File: src/rtl/pattern_sequencer.sv
// pattern_sequencer: plays a latched bit pattern on a single output, LSB first.
// Each bit is held for a programmable number of clock cycles; the pattern repeats for a
// programmable number of passes, or forever when the repeat count is zero.
//
// Ports:
//   i_clk           sole clock, rising edge
//   i_rst           synchronous active-high reset, overrides all other inputs
//   i_cfg_valid     configuration offered
//   o_cfg_ready     high in IDLE; a config is accepted when valid & ready
//   i_cfg_pattern   bits to play, bit 0 first
//   i_cfg_len       bits per pass minus 1
//   i_cfg_prescale  clock cycles per bit (0 treated as 1)
//   i_cfg_repeat    passes to play, 0 = infinite
//   i_abort         stop playback (ignored in IDLE), no done pulse
//   o_out           registered pattern bit
//   o_busy          high in RUN
//   o_done          one-cycle pulse on natural completion
//   o_bit_idx       index of the bit currently on o_out
module pattern_sequencer #(
    parameter int unsigned PAT_W = 32,
    parameter int unsigned PRE_W = 32,
    localparam int unsigned LEN_W = $clog2(PAT_W)
) (
    input  logic             i_clk,
    input  logic             i_rst,
    input  logic             i_cfg_valid,
    output logic             o_cfg_ready,
    input  logic [PAT_W-1:0] i_cfg_pattern,
    input  logic [LEN_W-1:0] i_cfg_len,
    input  logic [PRE_W-1:0] i_cfg_prescale,
    input  logic [7:0]       i_cfg_repeat,
    input  logic             i_abort,
    output logic             o_out,
    output logic             o_busy,
    output logic             o_done,
    output logic [LEN_W-1:0] o_bit_idx
);

    typedef enum logic [0:0] {StIdle = 1'b0, StRun = 1'b1} state_e;

    localparam logic [LEN_W-1:0] IdxOne  = LEN_W'(1);
    localparam logic [PRE_W-1:0] PreOne  = PRE_W'(1);
    localparam logic [7:0]       PassOne = 8'd1;

    state_e             state_q, state_d;
    logic [PAT_W-1:0]   pat_q, pat_d;
    logic [LEN_W-1:0]   len_q, len_d;
    // Prescale is stored as its reload value (P-1), so the counter never needs P itself.
    logic [PRE_W-1:0]   pre_rld_q, pre_rld_d;
    logic [PRE_W-1:0]   pre_cnt_q, pre_cnt_d;
    // Remaining passes; 0 means infinite and is never decremented.
    logic [7:0]         pass_cnt_q, pass_cnt_d;
    logic [LEN_W-1:0]   bit_idx_q, bit_idx_d;
    logic               out_q, out_d;
    logic               done_q, done_d;

    logic [LEN_W-1:0]   idx_inc;
    logic [PRE_W-1:0]   cfg_rld;

    assign idx_inc = bit_idx_q + IdxOne;
    // prescale 0 and 1 both give a one-cycle bit
    assign cfg_rld = (i_cfg_prescale == '0) ? '0 : i_cfg_prescale - PreOne;

    always_comb begin
        state_d    = state_q;
        pat_d      = pat_q;
        len_d      = len_q;
        pre_rld_d  = pre_rld_q;
        pre_cnt_d  = pre_cnt_q;
        pass_cnt_d = pass_cnt_q;
        bit_idx_d  = bit_idx_q;
        out_d      = out_q;
        done_d     = 1'b0;

        unique case (state_q)
            StIdle: begin
                if (i_cfg_valid) begin
                    state_d    = StRun;
                    pat_d      = i_cfg_pattern;
                    len_d      = i_cfg_len;
                    pre_rld_d  = cfg_rld;
                    pre_cnt_d  = cfg_rld;
                    pass_cnt_d = i_cfg_repeat;
                    bit_idx_d  = '0;
                    out_d      = i_cfg_pattern[0];
                end
            end
            StRun: begin
                if (i_abort) begin
                    // Abort wins over everything, including a completion this cycle.
                    state_d   = StIdle;
                    bit_idx_d = '0;
                    out_d     = 1'b0;
                end else if (pre_cnt_q != '0) begin
                    pre_cnt_d = pre_cnt_q - PreOne;
                end else if (bit_idx_q != len_q) begin
                    bit_idx_d = idx_inc;
                    out_d     = pat_q[idx_inc];
                    pre_cnt_d = pre_rld_q;
                end else if (pass_cnt_q != PassOne) begin
                    // End of a pass with more to go (or infinite): wrap without a gap.
                    bit_idx_d = '0;
                    out_d     = pat_q[0];
                    pre_cnt_d = pre_rld_q;
                    if (pass_cnt_q != '0) begin
                        pass_cnt_d = pass_cnt_q - PassOne;
                    end
                end else begin
                    state_d   = StIdle;
                    bit_idx_d = '0;
                    out_d     = 1'b0;
                    done_d    = 1'b1;
                end
            end
            default: begin
                state_d = StIdle;
            end
        endcase
    end

    always_ff @(posedge i_clk) begin
        if (i_rst) begin
            state_q    <= StIdle;
            pat_q      <= '0;
            len_q      <= '0;
            pre_rld_q  <= '0;
            pre_cnt_q  <= '0;
            pass_cnt_q <= '0;
            bit_idx_q  <= '0;
            out_q      <= 1'b0;
            done_q     <= 1'b0;
        end else begin
            state_q    <= state_d;
            pat_q      <= pat_d;
            len_q      <= len_d;
            pre_rld_q  <= pre_rld_d;
            pre_cnt_q  <= pre_cnt_d;
            pass_cnt_q <= pass_cnt_d;
            bit_idx_q  <= bit_idx_d;
            out_q      <= out_d;
            done_q     <= done_d;
        end
    end

    assign o_cfg_ready = (state_q == StIdle);
    assign o_busy      = (state_q == StRun);
    assign o_out       = out_q;
    assign o_done      = done_q;
    assign o_bit_idx   = bit_idx_q;

endmodule

File: config.mk
export PLATFORM = sky130hd
export DESIGN_NAME = pattern_sequencer
export DESIGN_NICKNAME = d
export VERILOG_FILES = /design/src/rtl/pattern_sequencer.sv
export SDC_FILE = /design/constraint.sdc
export NUM_CORES = 1
export LEC_CHECK = 0
export ABC_AREA = 1
export CELL_PAD_IN_SITES_DETAIL_PLACEMENT = 2
export CELL_PAD_IN_SITES_GLOBAL_PLACEMENT = 2
export CORE_MARGIN = 2
export CORE_UTILIZATION = 32
export DETAILED_ROUTE_END_ITERATION = 10
export PLACE_DENSITY_LB_ADDON = 0.1
export SYNTH_ARGS = -nofsm -noshare
export SYNTH_HDL_FRONTEND = slang
export SYNTH_SLANG_ARGS = --single-unit
File: constraint.sdc
create_clock -name i_clk -period 4.7 [get_ports i_clk]
set_clock_uncertainty 0.05 [all_clocks]
set_input_delay 0.94 -clock i_clk [delete_from_list [all_inputs] [get_ports i_clk]]
set_output_delay 0.94 -clock i_clk [all_outputs]
set_load 0.01 [all_outputs]
==> metrics.md, run 1 <==
| Metric | Value |
|---|---|
| Die height | 158 um |
| CTS max path bufs | 2 |
| Crit start category | input port |
| DP Wirelength | 22,700 um |
| Total track usage | 0.260 |
| FP Rows | 56 |
| Syn Nets | approximately 1.3k |
| Antenna Nets Post-Route | 0 |
| Max FO, Critical Path | 27 |
| Worst setup path category | in2reg |
| CTS Hold Bufs | 0 |
| Starting Density | 0.325 |
| Largest net degree at the start of global routing | 101 |
| Crit. End Element | register |
| Tcrit/Tclk final | 0.690 |
| Placed Instances | 1,608 |
| Max-Cap Viols | 0 |
| Commonest cells after routing, fill and taps aside | nand2_1 (277), nor2_1 (229), inv_1 (123) |
| Drt via density | 5.10 |
| DR WL/cell | 19.2 um |
| RSZ-0062 raised after global routing | false |
| Placer Congestion | ~0.85 |
| Vias | 8,371 |
| Final Setup Violations | 0 |
| Drt pass-1 iters | 4 |
| Total power | 0.00328 W |
| Top-area cell type share of the netlist area | 0.308 |
| Worst slew pin tran | 1080 ps |
| Synth unique cells | 42 |
| Share of post-route cells with drive strength above 1 | 0.0651 |
| Setup TNS | 0 ps |
| Clk network pwr share | 0.418 |
| CP arrival | between 3000 and 4000 ps |
| Final core occ | 0.398 |
| Port bufs | 89 |
| Worst skew pair latency | 430 ps |
| Sequential cell area fraction in the yosys report | 0.308 |
| Worst hold path type | reg2reg |
| Num CTS Buffers | 17 |
| Most common cell on crit path | nor2_1 |
| Yosys warnings | 0 |
| DRC viols | 0 |
| Sequential share of power | 0.350 |
| Core ar. | 23,400 sq um |
| Setup bufs post-CTS | 0 |
| PostCTS Resize Cnt | 0 |
| Power Internal | roughly 0.0022 W |
| Grt ovf | 0 |
| Worst path required time | 4970 ps |
| I/O pin cnt | 90 |
| Worst vdd ir | ~0.00021 V |
| Most area-consuming cells after synthesis | dfxtp_1 (31%), nand2_1 (14%), nor2_1 (11%), nand3_1 (7.0%), o21ai_0 (6.8%) |
| Die ar. | around 25,000 sq um |
| CTS tree | built |
| Placed cell area | between 8000 and 9000 sq um |
| Max-slew violations | 0 |
| Synth area leader | dfxtp_1 |
| P_leak | 4.11 nW |
| Hold path depth | 2 |
| Slowest CP cell | clkdlybuf4s50_1 |
| Drt total wl | 31,400 um |
| Avg Synthesized Cell Area | 6.10 sq um |
| Area growth syn-to-layout | 22.4% |
| Vias in the first global route | between 9k and 10k |
| Max incr delay on CP | 400 ps |
| Reg2Reg Depth | 15 |
| Initial DRC Count | roughly 450 |
| Final Hold Violating Endpoints | 0 |
| Clock transition time at the flip-flop clock pins of the worst setup and hold paths | around 70 ps |
| Cells after Synth | about 1.2k |
| Combinational Power Share | 0.232 |
| # diodes | 0 |
| Sw Pwr | 0.00113 W |
| Switching fraction of total power | 0.343 |
| Non-filler cells, final | 1,640 |
| Clock sink count | 117 |
| CTS root buf | clkbuf_16 |
| Fin crit period | about 3200 ps |
| Highest clock rate | between 0.3 and 0.4 GHz |
| Crit-path cells | clkdlybuf4s50_1, inv_1, ha_1, nand2_2, nor2_4, nand3b_2, nand3b_4, inv_2, nor2_1, nand2_1, nand2_1, nor2_1, nor2_1 |
| Initial antenna violation count | 0 |
| Mapped Area | 7610 sq um |
| H-tree depth | 4 |
| Commonest non-fill, non-tap cell in the layout | nand2_1 |
| Result of the run | completed |
| Chip Width | ~160 um |
| Layout Nets | 1,395 |
| Final instance area | about 9300 sq um |
| Max_slew headroom | 0.278 |
| Register bit count reported by yosys | 117 |
| Pwr/cell area | 352 nW/um^2 |
| Wire length of the first global-routing pass | 49,900 um |
## power by group through the flow
stage	combinational, W	clock (W)	sequential [W]
global placement	0.000732	0	0.00117
floorplan	0.000487	0	0.00114
detailed placement	0.000756	0	0.00117
CTS	0.000768	0.00140	0.00115
global route	0.000860	0.00144	0.00116
finish	0.000760	0.00137	0.00115
## metrics by stage
stage | hold slack (ps) | setup WS [ps]
final | 407 | 1460
after global routing | 432 | 1220
after CTS | 410 | 1430
after detailed placement | 403 | 1070
after global placement | 391 | 1250
after floorplan | 379 | 2200
## cell type report
cell class / count / area (sq um)
flip-flops and latches: 117 / 2340
well taps: 319 / 399
fillers: 2926 / 14100
clock inverters: 14 / 166
clock buffers: 18 / 439
inverters: 132 / 497
multi-input cells: 944 / 4520
repair buffers: 96 / 956
## Yosys cell counts (all sizes together)
cell type	n
dfxtp	117
nor2	250
and2	1
nand4	24
a21o	1
o21bai	5
o211ai	13
xnor2	7
a21boi	1
o21ai	111
and3	2
o21a	2
nor3	12
inv	130
nand2	284
a21oi	71
xor2	27
clkinv	2
buf	22
nand3	110
a211oi	6
or2	6
clkbuf	33
ha	6
nand3b	5
## flip-flops by register name (all words and copies together) (netlist names)
name / cells
o_out: 1
pre_cnt_q: 32
pre_rld_q: 32
o_done: 1
o_bit_idx: 5
len_q: 5
pat_q: 32
pass_cnt_q: 8
o_busy: 1
## worst max-delay path, delay by kind of cell
family                     cells  cell delay (ps)
adders and majority gates      1              310
buffers and inverters          3              900
and+or+nand+nor                9             1340
## logic make-up (layout without fill, tap and decap cells)
group,after synthesis,count (layout),synth area share
AND/OR/NAND/NOR,694,694,0.396
buffers and inverters,187,260,0.0998
adder cells (fa/ha/maj),6,6,0.00986
AO/OA/AOI/OAI,210,210,0.147
XOR/XNOR,34,34,0.0391
flip-flops,117,117,0.308
## final timing paths
path                           from       endpoint  slack, ps
setup / recovery  i_cfg_prescale[0]   pre_cnt_q[8]       1460
hold / removal        pre_rld_q[15]  pre_rld_q[15]        410
setup reg to reg       pre_cnt_q[0]  pre_cnt_q[17]       1760
hold reg to reg       pre_rld_q[15]  pre_rld_q[15]        410
## layer usage
layer,share of wire,track usage,up-vias
li1,-,-,4127
met1,0.44,0.317,4085
met2,0.50,0.472,120
met3,0.030,0.0353,39
met4,0.021,0.0764,0
met5,0,0,-
Power figures use the tool's default switching activity.
==> run 2: changes to the inputs <==
CORE_UTILIZATION = 30   (was 32)
clock period = 3 ns   (was 4.7 ns; I/O delays follow)
==> run 2 against run 1 <==
  * Count of clock-buffer cells in the layout unchanged
  * Core utilization down 1.8 points
  * Design area up 2.1%
  * Global-route usage down 0.71 points
  * Die area up 6.5%
  * Via count up 2.4%
  * Sequential power up 57%
  * Power up 58%
  * Sequential share of layout area down 0.51 points
  * Critical endpoint is now pre_cnt_q[17]
==> metrics.md, run 2 (same netlist as run 1, synthesis figures left out) <==
| Metric | Value |
|---|---|
| DR WL/cell | 19.4 um (+1.3%) |
| CTS max path bufs | 2 (unchanged) |
| Tcrit/Tclk final | 0.903 |
| Worst skew pair latency | 430 ps (about the same) |
| Starting Density | 0.304 (-0.0212) |
| Worst setup path category | reg2reg |
| Worst vdd ir | 0.000241 V (+13%) |
| Top flop regs | pat_q (32), pre_cnt_q (32), pre_rld_q (32) |
| Worst hold path type | reg2reg |
| Clk network pwr share | 0.416 (-0.002) |
| Grt ovf | 0 (unchanged) |
| Placed cell area | 8910 sq um (+2.2%) |
| Power Internal | 0.00340 W (+58%) |
| Max FO, Critical Path | 20 (-26%) |
| Initial antenna violation count | 0 (unchanged) |
| Combinational Power Share | 0.236 (+0.004) |
| Switching fraction of total power | 0.344 (+0.000886) |
| Largest net degree at the start of global routing | 46 (-54%) |
| Final instance area | 9510 sq um (+2.1%) |
| Worst slew pin tran | 722 ps (-361 ps) |
| H-tree depth | 4 (unchanged) |
| Vias in the first global route | 9,212 (+1.7%) |
| Total track usage | 0.253 (-0.00709) |
| Final hold slack | 408 ps (+0.829 ps) |
| Port bufs | 89 (unchanged) |
| Worst Slack Setup Final | 291 ps (-1170 ps) |
| Clock transition time at the flip-flop clock pins of the worst setup and hold paths | 70 ps (about the same) |
| Max_slew headroom | 0.514 (+0.236) |
| Max-slew violations | 0 (unchanged) |
| Initial DRC Count | 295 (-34%) |
| RSZ-0062 raised after global routing | false |
| CTS root buf | clkbuf_16 |
| Commonest cells after routing, fill and taps aside | nand2_1 (277), nor2_1 (229), inv_1 (123) |
| Fin crit period | about 2700 ps |
| Worst path required time | 3270 ps (-1700 ps) |
| PostCTS Resize Cnt | 0 (unchanged) |
| Die ar. | 26,700 sq um (+6.5%) |
| Area growth syn-to-layout | 24.9% |
| I/O pin cnt | 90 (unchanged) |
| Crit start category | register |
| Pwr/cell area | 545 nW/um^2 (+55%) |
| # diodes | 0 (unchanged) |
| Clock sink count | 117 (unchanged) |
| Highest clock rate | 0.369 GHz |
| CTS tree | built |
| Pre-CTS WS | 94.7 ps (-972 ps) |
| FP Rows | 58 (+3.6%) |
| Layout Nets | 1,417 (+1.6%) |
| Wire length of the first global-routing pass | 51,500 um (+3.3%) |
| Core ar. | 25,000 sq um (+7.0%) |
| Final Hold Violating Endpoints | 0 (unchanged) |
| DRC viols | 0 (unchanged) |
| Sw Pwr | 0.00178 W (+58%) |
| Crit. End Element | register |
| Drt pass-1 iters | 5 (+1) |
| Drt via density | 5.12 (+0.40%) |
| Drt total wl | 32,500 um (+3.4%) |
| Chip Width | 163 um (+3.2%) |
| Setup bufs post-CTS | 0 (unchanged) |
| P_leak | 4.23 nW (+2.7%) |
| Final Setup Violations | 0 (unchanged) |
| Vias | 8,574 (+2.4%) |
| Share of post-route cells with drive strength above 1 | 0.0804 (+0.0153) |
| CTS Hold Bufs | 0 (unchanged) |
| Sequential share of power | 0.347 (-0.003) |
| Antenna Nets Post-Route | 0 (unchanged) |
| Result of the run | completed |
| CP arrival | 2980 ps (-530 ps) |
| DP Wirelength | 24,500 um (+8.0%) |
| Commonest non-fill, non-tap cell in the layout | nand2_1 |
| Setup TNS | 0 ps (unchanged) |
| Num CTS Buffers | 17 (unchanged) |
| Placer Congestion | 0.857 (+1.2%) |
| Max-Cap Viols | 0 (unchanged) |
| Die height | 163 um (+3.2%) |
==> run 2: cell count changes in the layout (fill, tap and decap cells not counted) <==
cell	before	now
clkinv_4	3	4
buf_4	6	27
buf_12	1	2
clkinvlp_4	3	2
==> run 2: cell type report <==
| type | count | area (sq um) |
|---|---|---|
| Multi-Input combinational cell | 944 | 4520 |
| Sequential cell | 117 | 2340 |
| Clock inverter | 14 | 168 |
| Fill cell | 3124 | 15500 |
| Inverter | 132 | 497 |
| Clock buffer | 18 | 439 |
| Timing Repair Buffer | 118 | 1130 |
| Tap cell | 330 | 413 |
==> run 2: layer usage <==
metal	track usage	up-vias	part of all wire
li1	-	4168	-
met1	0.305	4273	0.44
met2	0.472	113	0.52
met3	0.0361	20	0.026
met4	0.0527	0	0.014
met5	0	-	0
==> run 2: final timing paths <==
kind / start / endpoint / slack, ps / cells past startpoint
max reg2reg: pre_cnt_q[0] / pre_cnt_q[17] / 290 / 15
max: pre_cnt_q[0] / pre_cnt_q[17] / 290 / 15
min reg2reg: pat_q[4] / pat_q[4] / 410 / 2
min: pat_q[4] / pat_q[4] / 410 / 2
==> run 2: metrics by stage <==
step	std cells	utilization	total power (W)
floorplan	1248	-	0.00255
global placement	1641	0.356	0.00301
detailed placement	1641	0.356	0.00305
CTS	1673	0.380	0.00523
global route	1673	0.380	0.00547
finish	1673	0.380	0.00518
==> run 2: power groups by stage <==
stage	Combinational [W]	Sequential (W)	Clock, W
after CTS	0.00124	0.00180	0.00219
after global routing	0.00138	0.00182	0.00227
after floorplan	0.000762	0.00179	0
final	0.00123	0.00180	0.00216
after global placement	0.00118	0.00183	0
after detailed placement	0.00122	0.00183	0
==> run 2: worst max-delay path: stages (launching register included) <==
cell and delay (ps):
dfxtp_1 330, inv_1 200, ha_1 200, inv_1 60, nor2_1 120, nand4_1 140
nor2_4 150, nand3_4 320, nor2_1 190, nand2_1 110, nand2_2 140, nand2_4 180
nand2_1 200, nand2_1 90, nand2_1 60, inv_1 40
